**config.mk**
```make
export PLATFORM = sky130hd
export DESIGN_NAME = wei_buffer_writer
export DESIGN_NICKNAME = d
export VERILOG_FILES = /design/src/rtl/wei_buffer_writer.sv
export SDC_FILE = /design/constraint.sdc
export NUM_CORES = 1
export LEC_CHECK = 0
export ABC_AREA = 1
export BUFFER_PORTS_ARGS = -buffer_cell sky130_fd_sc_hd__buf_2
export CAP_MARGIN = 20
export CORE_MARGIN = 1.5
export CORE_UTILIZATION = 50
export CTS_CLUSTER_DIAMETER = 100
export DETAILED_ROUTE_END_ITERATION = 10
export GPL_TIMING_DRIVEN = 0
export PLACE_DENSITY_LB_ADDON = 0.25
export SYNTH_ARGS = -nofsm -noshare
export SYNTH_HDL_FRONTEND = slang
export SYNTH_SLANG_ARGS = --single-unit
export TNS_END_PERCENT = 10
```
**constraint.sdc**
```tcl
create_clock -name clk -period 7.4 [get_ports clk]
set_input_delay 0.37 -clock clk [delete_from_list [all_inputs] [get_ports clk]]
set_output_delay 0.37 -clock clk [all_outputs]
set_load 0.01 [all_outputs]
```
**src/rtl/wei_buffer_writer.sv**
```systemverilog
// Weight buffer writer: scatters an x-major weight stream
// across N_BUF_X banks using the reader's address layout.
module wei_buffer_writer #(
  parameter int N_BUF_X    = 5,
  parameter int B_BUF_ADDR = 9,
  parameter int B_SHAPE    = 48,
  parameter int DATA_WIDTH = 64
) (
  input  logic                          clk,
  input  logic                          rst,
  input  logic [B_SHAPE-1:0]            wei_shape,
  input  logic                          start,
  output logic                          busy,
  output logic                          done,
  output logic                          err,
  input  logic                          s_valid,
  output logic                          s_ready,
  input  logic [DATA_WIDTH-1:0]         s_data,
  output logic [N_BUF_X-1:0]            wren,
  output logic [B_BUF_ADDR*N_BUF_X-1:0] wraddr,
  output logic [DATA_WIDTH-1:0]         wrdata
);

  localparam int RXW = (N_BUF_X > 1) ? $clog2(N_BUF_X) : 1;
  localparam logic [RXW-1:0] RX_LAST = RXW'(N_BUF_X - 1);

  localparam logic [1:0] S_IDLE  = 2'd0;
  localparam logic [1:0] S_WRITE = 2'd1;
  localparam logic [1:0] S_DONE  = 2'd2;

  logic [1:0]            state;
  logic [7:0]            n_r;
  logic [15:0]           h_r;
  logic [15:0]           w_r;
  logic [7:0]            cc;
  logic [15:0]           y;
  logic [15:0]           x;
  logic [RXW-1:0]        rx;
  logic [B_BUF_ADDR:0]   addr_r;
  logic [B_BUF_ADDR:0]   base_r;

  logic [7:0]            n_in;
  logic [15:0]           h_in;
  logic [15:0]           w_in;
  logic                  shape_unused;
  logic                  empty;
  logic                  beat;
  logic                  last_cc;
  logic                  last_y;
  logic                  last_x;
  logic                  col_end;
  logic                  ovf;

  // Only c_wei>>6 matters; the channel remainder is dropped.
  assign n_in  = wei_shape[13:6];
  assign h_in  = wei_shape[31:16];
  assign w_in  = wei_shape[47:32];
  assign shape_unused = ^{wei_shape[15:14], wei_shape[5:0]};
  assign empty = (n_in == 8'd0) || (h_in == 16'd0) || (w_in == 16'd0);

  assign busy    = (state == S_WRITE);
  assign s_ready = busy;
  assign beat    = s_valid & s_ready;

  assign last_cc = (cc == n_r - 8'd1);
  assign last_y  = (y == h_r - 16'd1);
  assign last_x  = (x == w_r - 16'd1);
  assign col_end = last_cc & last_y;
  assign ovf     = addr_r[B_BUF_ADDR];

  always_ff @(posedge clk or posedge rst) begin
    if (rst) begin
      state  <= S_IDLE;
      n_r    <= '0;
      h_r    <= '0;
      w_r    <= '0;
      cc     <= '0;
      y      <= '0;
      x      <= '0;
      rx     <= '0;
      addr_r <= '0;
      base_r <= '0;
      done   <= 1'b0;
      err    <= 1'b0;
      wren   <= '0;
      wraddr <= '0;
      wrdata <= '0;
    end else begin
      wren   <= '0;
      wraddr <= '0;
      done   <= 1'b0;
      case (state)
        S_IDLE: begin
          if (start) begin
            err    <= 1'b0;
            n_r    <= n_in;
            h_r    <= h_in;
            w_r    <= w_in;
            cc     <= '0;
            y      <= '0;
            x      <= '0;
            rx     <= '0;
            addr_r <= '0;
            base_r <= '0;
            if (empty) done <= 1'b1;
            else       state <= S_WRITE;
          end
        end
        S_WRITE: begin
          if (beat) begin
            wrdata <= s_data;
            if (ovf) begin
              err <= 1'b1;
            end else begin
              wren[rx] <= 1'b1;
              wraddr[rx*B_BUF_ADDR +: B_BUF_ADDR] <=
                addr_r[B_BUF_ADDR-1:0];
            end
            if (last_cc) begin
              cc <= '0;
              if (last_y) y <= '0;
              else        y <= y + 16'd1;
            end else begin
              cc <= cc + 8'd1;
            end
            // Banks share a base until every bank got a column.
            if (col_end) begin
              x <= x + 16'd1;
              if (rx == RX_LAST) begin
                rx     <= '0;
                base_r <= addr_r + 1'b1;
                addr_r <= addr_r + 1'b1;
              end else begin
                rx     <= rx + 1'b1;
                addr_r <= base_r;
              end
            end else begin
              addr_r <= addr_r + 1'b1;
            end
            if (col_end && last_x) begin
              state <= S_DONE;
              done  <= 1'b1;
            end
          end
        end
        S_DONE:  state <= S_IDLE;
        default: state <= S_IDLE;
      endcase
    end
  end

endmodule

```
# Word-level counts from Yosys, hierarchy flattened
# Index checks and enable logic that the tools add are counted.
# word_totals
register_bits,221
inputBits,116
output_inout_bits,118
word_cells,107
# op_classes
addsub,9
multipliers,1
magnitude_cmp,2
eq_ne,12
shift,2
n_mux,47
bitwise_logic,3
reduce_logical,16
# op_table
cell,n
45-bit two-way mux,3
16-bit two-way mux,6
16-bit case mux with 2 select lines,2
10-bit two-way mux,6
45-bit bitwise AND,1
"9-bit by 34-bit variable shift with 45-bit output, first input constant",1
9-bit by 34-bit variable part select with 45-bit output,1
10-bit case mux with 2 select lines,2
7-bit negator with 34-bit output,1
"16-bit by 1-bit adder with 16-bit output, second input constant",2
16-bit equality test,2
16-bit logical NOT,2
"16-bit by 1-bit subtractor with 16-bit output, second input constant",2
8-bit two-way mux,3
8-bit case mux with 2 select lines,1
4-bit AND reduction,4
5-bit two-way mux,3
3-bit two-way mux,4
"10-bit by 1-bit adder with 10-bit output, second input constant",1
"2-bit by 1-bit inequality test with 1-bit output, second input constant",5
"8-bit by 1-bit adder with 8-bit output, second input constant",1
8-bit equality test,1
8-bit logical NOT,1
1-bit two-way mux,8
other kinds (20),29

# Longest topological paths before layout
# logic_depth
word_depth,7
mapped_depth,17
depth_no_buf,16

# Worst setup path before layout
# No wires, ideal clock.
# synth_path
path_type,flip-flop to flip-flop
start,register h_r[0]
end,register rx[0]
setup_ps,117
arrival_ps,2016
t_required_ps,7283
slack_ps,5267
path_stages_with_launch,15
path_buffers,2
synth_period_minus_slack_ps,2133
cell_sequence,dfrtp_1 -> inv_2 -> ha_1 -> nand3_2 -> nor2_2 -> xor2_1 -> nand3_1 -> nor2_1 -> nand2_1 -> o21ai_1 -> nand2_1 -> buf_6 -> buf_6 -> nand2_1 -> nand2_1
# synth_between
elab_chain_len,5
# synth_rtl
element,line,rtl
"start, declared",33,logic [15:0] h_r;
"start signal, assigned",97,h_r <= h_in;
16-bit by 1-bit subtractor with 16-bit output,66,assign last_y = (y == h_r - 16'd1);
16-bit equality test,66,
1-bit bitwise AND,68,assign col_end = last_cc & last_y;
2-bit by 1-bit inequality test with 1-bit output (no line),-,
4-bit AND reduction (no line),-,
"end signal, assigned",134,rx <= rx + 1'b1;
"end, declared",38,logic [RXW-1:0] rx;
# No other way between the ends.
# A chain may end at the register's enable or synchronous reset.

# Worst setup path after layout
# layout_path
start,register state[1]
end,output s_ready
# layout_between
elab_chain_len,1
# layout_rtl
element,line,rtl
"start, declared",31,logic [1:0] state;
"start signal, assigned",73,state <= S_IDLE;
"start signal, assigned",106,else state <= S_WRITE;
"start signal, assigned",141,state <= S_DONE;
2-bit by 1-bit equality test with 1-bit output,61,assign busy = (state == S_WRITE);
"end, declared",17,"output logic s_ready,"
# No other way between the ends.

==> flow_metrics.tcl <==
set metrics [dict create \
    yosysUniqueCellTypes 34 \
    synth_edf_count 0 \
    cap_violations 0 \
    antenna_found_initial 0 \
    cts_sinks 221 \
    slew_headroom_pct 46.09 \
    worstSetupStartpointType "flip-flop" \
    diodes 0 \
    synth_top_family_by_area "simple AND/OR/NAND/NOR gates" \
    grt_pass1_wl_um 49270 \
    r2r_start "h_r[0]$_DFFE_PP0P_" \
    place_area_mm2 0.01267 \
    synth_compound_area_share_pct 3.197 \
    dr.pass1.iters 5 \
    rsz0062_at_grt "false" \
    overflow 0 \
    worst_ep_arrival_time_ns 2.61 \
    synth_cells 1450 \
    crit_path_max_fanout 11 \
    initialDrtViolationCount 580 \
    vias 10310 \
    critical_path_class "flip-flop to primary output" \
    drtAntennaViolNets 0 \
    clkLatencyLatePin_ns 0.54 \
    vdd_drop_max_v 0.0001902 \
    hp-start "s_data[49]" \
    wl_per_cell_um 14.47 \
    rrSetupSlack_ns 4.58 \
    worst_slew_pin_slew_ns 0.8056 \
    yosys.area_share.adder_pct 1.458 \
    hold_path.class "input port to flip-flop" \
    timing.final.crit_share_pct 40.22 \
    synth_simple_gate_area_share_pct 34.62 \
    worst_setup_path_end_kind "primary output" \
    grt_max_degree 127 \
    grt_usage_pct 25.47 \
    fin_util_pct 62.29 \
    io_buffers 225 \
    clk_pin_slew_ns 0.06 \
    yosysMostFrequentCell "nand2_1" \
    fmax_mhz 336.0 \
    htreeDepth 1 \
    core_region_area_mm2 0.02182 \
    leakage_nw 7.285 \
    worstPathRequired_ns 7.03 \
    setup-violations-final 0 \
    ioPinCount 234 \
    areaGrowthSynthToFinish_pct 21.85 \
    finish.instance_area_mm2 0.01359 \
    cts-root-buf "clkbuf_16" \
    syn_avg_cell_area_um2 7.694 \
    synthFlopType "dfrtp_1" \
    place.gp.congestion 0.9644 \
    synth_area_mm2 0.01116 \
    skew_ns 0.01533 \
    vias_per_cell 5.154 \
    critPathLaunch "state[1]$_DFFE_PP0P_" \
    netlist_top_cells_count "565 x nand2_1, 221 x dfrtp_1, 140 x nor2_1, 100 x nand3_1, 97 x inv_1" \
    clockBufferDepth 3 \
    yosys-mux-area-fraction_pct 0 \
    layout-drive-gt1-share_pct 16.86 \
    ys_ff_latch 221 \
    synth-xor-area-share_pct 5.731 \
    drc 0 \
    grt_pass1_vias 10030 \
    routed_wl_um 28950 \
    die_height_um 152.4 \
    num_rows 54 \
    yosysWarnings 0 \
    synth_top_area_share_pct 49.57 \
    hold_viol 0 \
    cellPowerDensity_mw_per_mm2 301.2 \
    status "finished clean" \
    slew_viol_final 0 \
    start_util_pct 51.12 \
    tritoncts "done" \
    async_reset_ff_share_pct 100.0 \
    die_w_um 152.4 \
    synth_top_area_cell "dfrtp_1" \
    nets 1833 \
    synth_seq_area_share_pct 49.57 \
    design.die.area_mm2 0.02322 \
    fin_crit_ns 2.976 \
    cts_buffers 25 \
    synth_nets 1579 \
    synth_area_leaders "dfrtp_1 50%, nand2_1 19%, nor2_1 4.7%" \
    dp_hpwl_um 21270 \
]
==> where the power goes <==
part / internal, W / leakage, nW / switching [W]
registers: 0.00139 / 2.89 / 0.000183
logic: 0.000408 / 3.94 / 0.000734
clock network: 0.000871 / 0.451 / 0.000508
total: 0.00267 / 7.29 / 0.00142
==> routing by layer <==
layer | share of wire (%) | track usage (%)
met3 | 5.1 | 3.697
met1 | 44 | 34.72
met5 | 0 | 0
met4 | 2.1 | 6.842
met2 | 48 | 42.68
==> registers in the layout, summed over array words and instances, names as in the netlist <==
signal,cells
rx,3
wren,5
x,16
addr_r,10
done,1
y,16
state,2
err,1
base_r,10
cc,8
wrdata,64
w_r,16
wraddr,45
h_r,16
n_r,8
==> cell type report <==
cell class                      instances  area (um2)
Clock inverter                         11       224.0
Inverter                              100       382.9
Multi-Input combinational cell       1076        5021
Tap cell                              280       350.3
Timing Repair Buffer                  227        1164
Clock buffer                           32       691.9
Buffer                                 53       229.0
Fill cell                            1972        8230
Sequential cell                       221        5530
==> logic make-up (layout without fill, tap and decap cells) <==
kind of cell | after synthesis | in the layout
AOI/OAI and AO/OA | 67 | 67
xor gates and xnor gates | 73 | 73
DFF | 221 | 221
buffers and inverters | 153 | 423
adders and majority gates | 13 | 13
and+or+nand+nor | 923 | 923
==> critical path, stage by stage, from the launching register on <==
cell and delay [ns]:
dfrtp_1 0.41, nor2_1 0.31, clkbuf_1 0.48, buf_1 0.55, buf_4 0.21, buf_2 0.12
==> through the flow <==
step / hold slack, ns / setup slack, ns / power (W) / TNS, ns / std cells
global placement: 0.4495 / -1.336 / 0.002694 / -292.02 / 1955
finish: 0.02401 / 4.424 / 0.004095 / 0 / 2000
floorplan: 0.4366 / 0.9806 / 0.002378 / 0 / 1450
global route: 0.02018 / 4.315 / 0.004370 / 0 / 2000
detailed placement: 0.4544 / 4.668 / 0.002727 / 0 / 1956
CTS: 0.006056 / 4.451 / 0.004119 / 0 / 2000
==> placed cells by master (no fill, tap or decap), drive strengths merged, types with 31 or more instances in the layout <==
master	synthesis	layout
nand2	565	565
xor2	57	57
nor2	144	144
inv	100	102
nand3	101	101
clkbuf	38	70
nor3	43	43
dfrtp	221	221
buf	15	241
o21ai	56	56
nand4	31	31
==> final timing paths <==
path / end / depth (start not counted)
max: s_ready / 5
min: wrdata[49]$_DFFE_PP0P_ / 3
max reg2reg: addr_r[3]$_DFFE_PP0P_ / 11
min reg2reg: base_r[1]$_DFFE_PP0P_ / 2
max in group asynchronous: y[7]$_DFFE_PP0P_ / 4
min in group asynchronous: wraddr[21]$_DFF_PP0_ / 3
==> repair_timing <==
item / CTS / global route
hold endpoints to repair: 95 / 0
buffers inserted: 0 / 0
resized for setup: 0 / 0
hold buffers: 1 / 0
No activity file was read; power rests on OpenSTA's default activity.
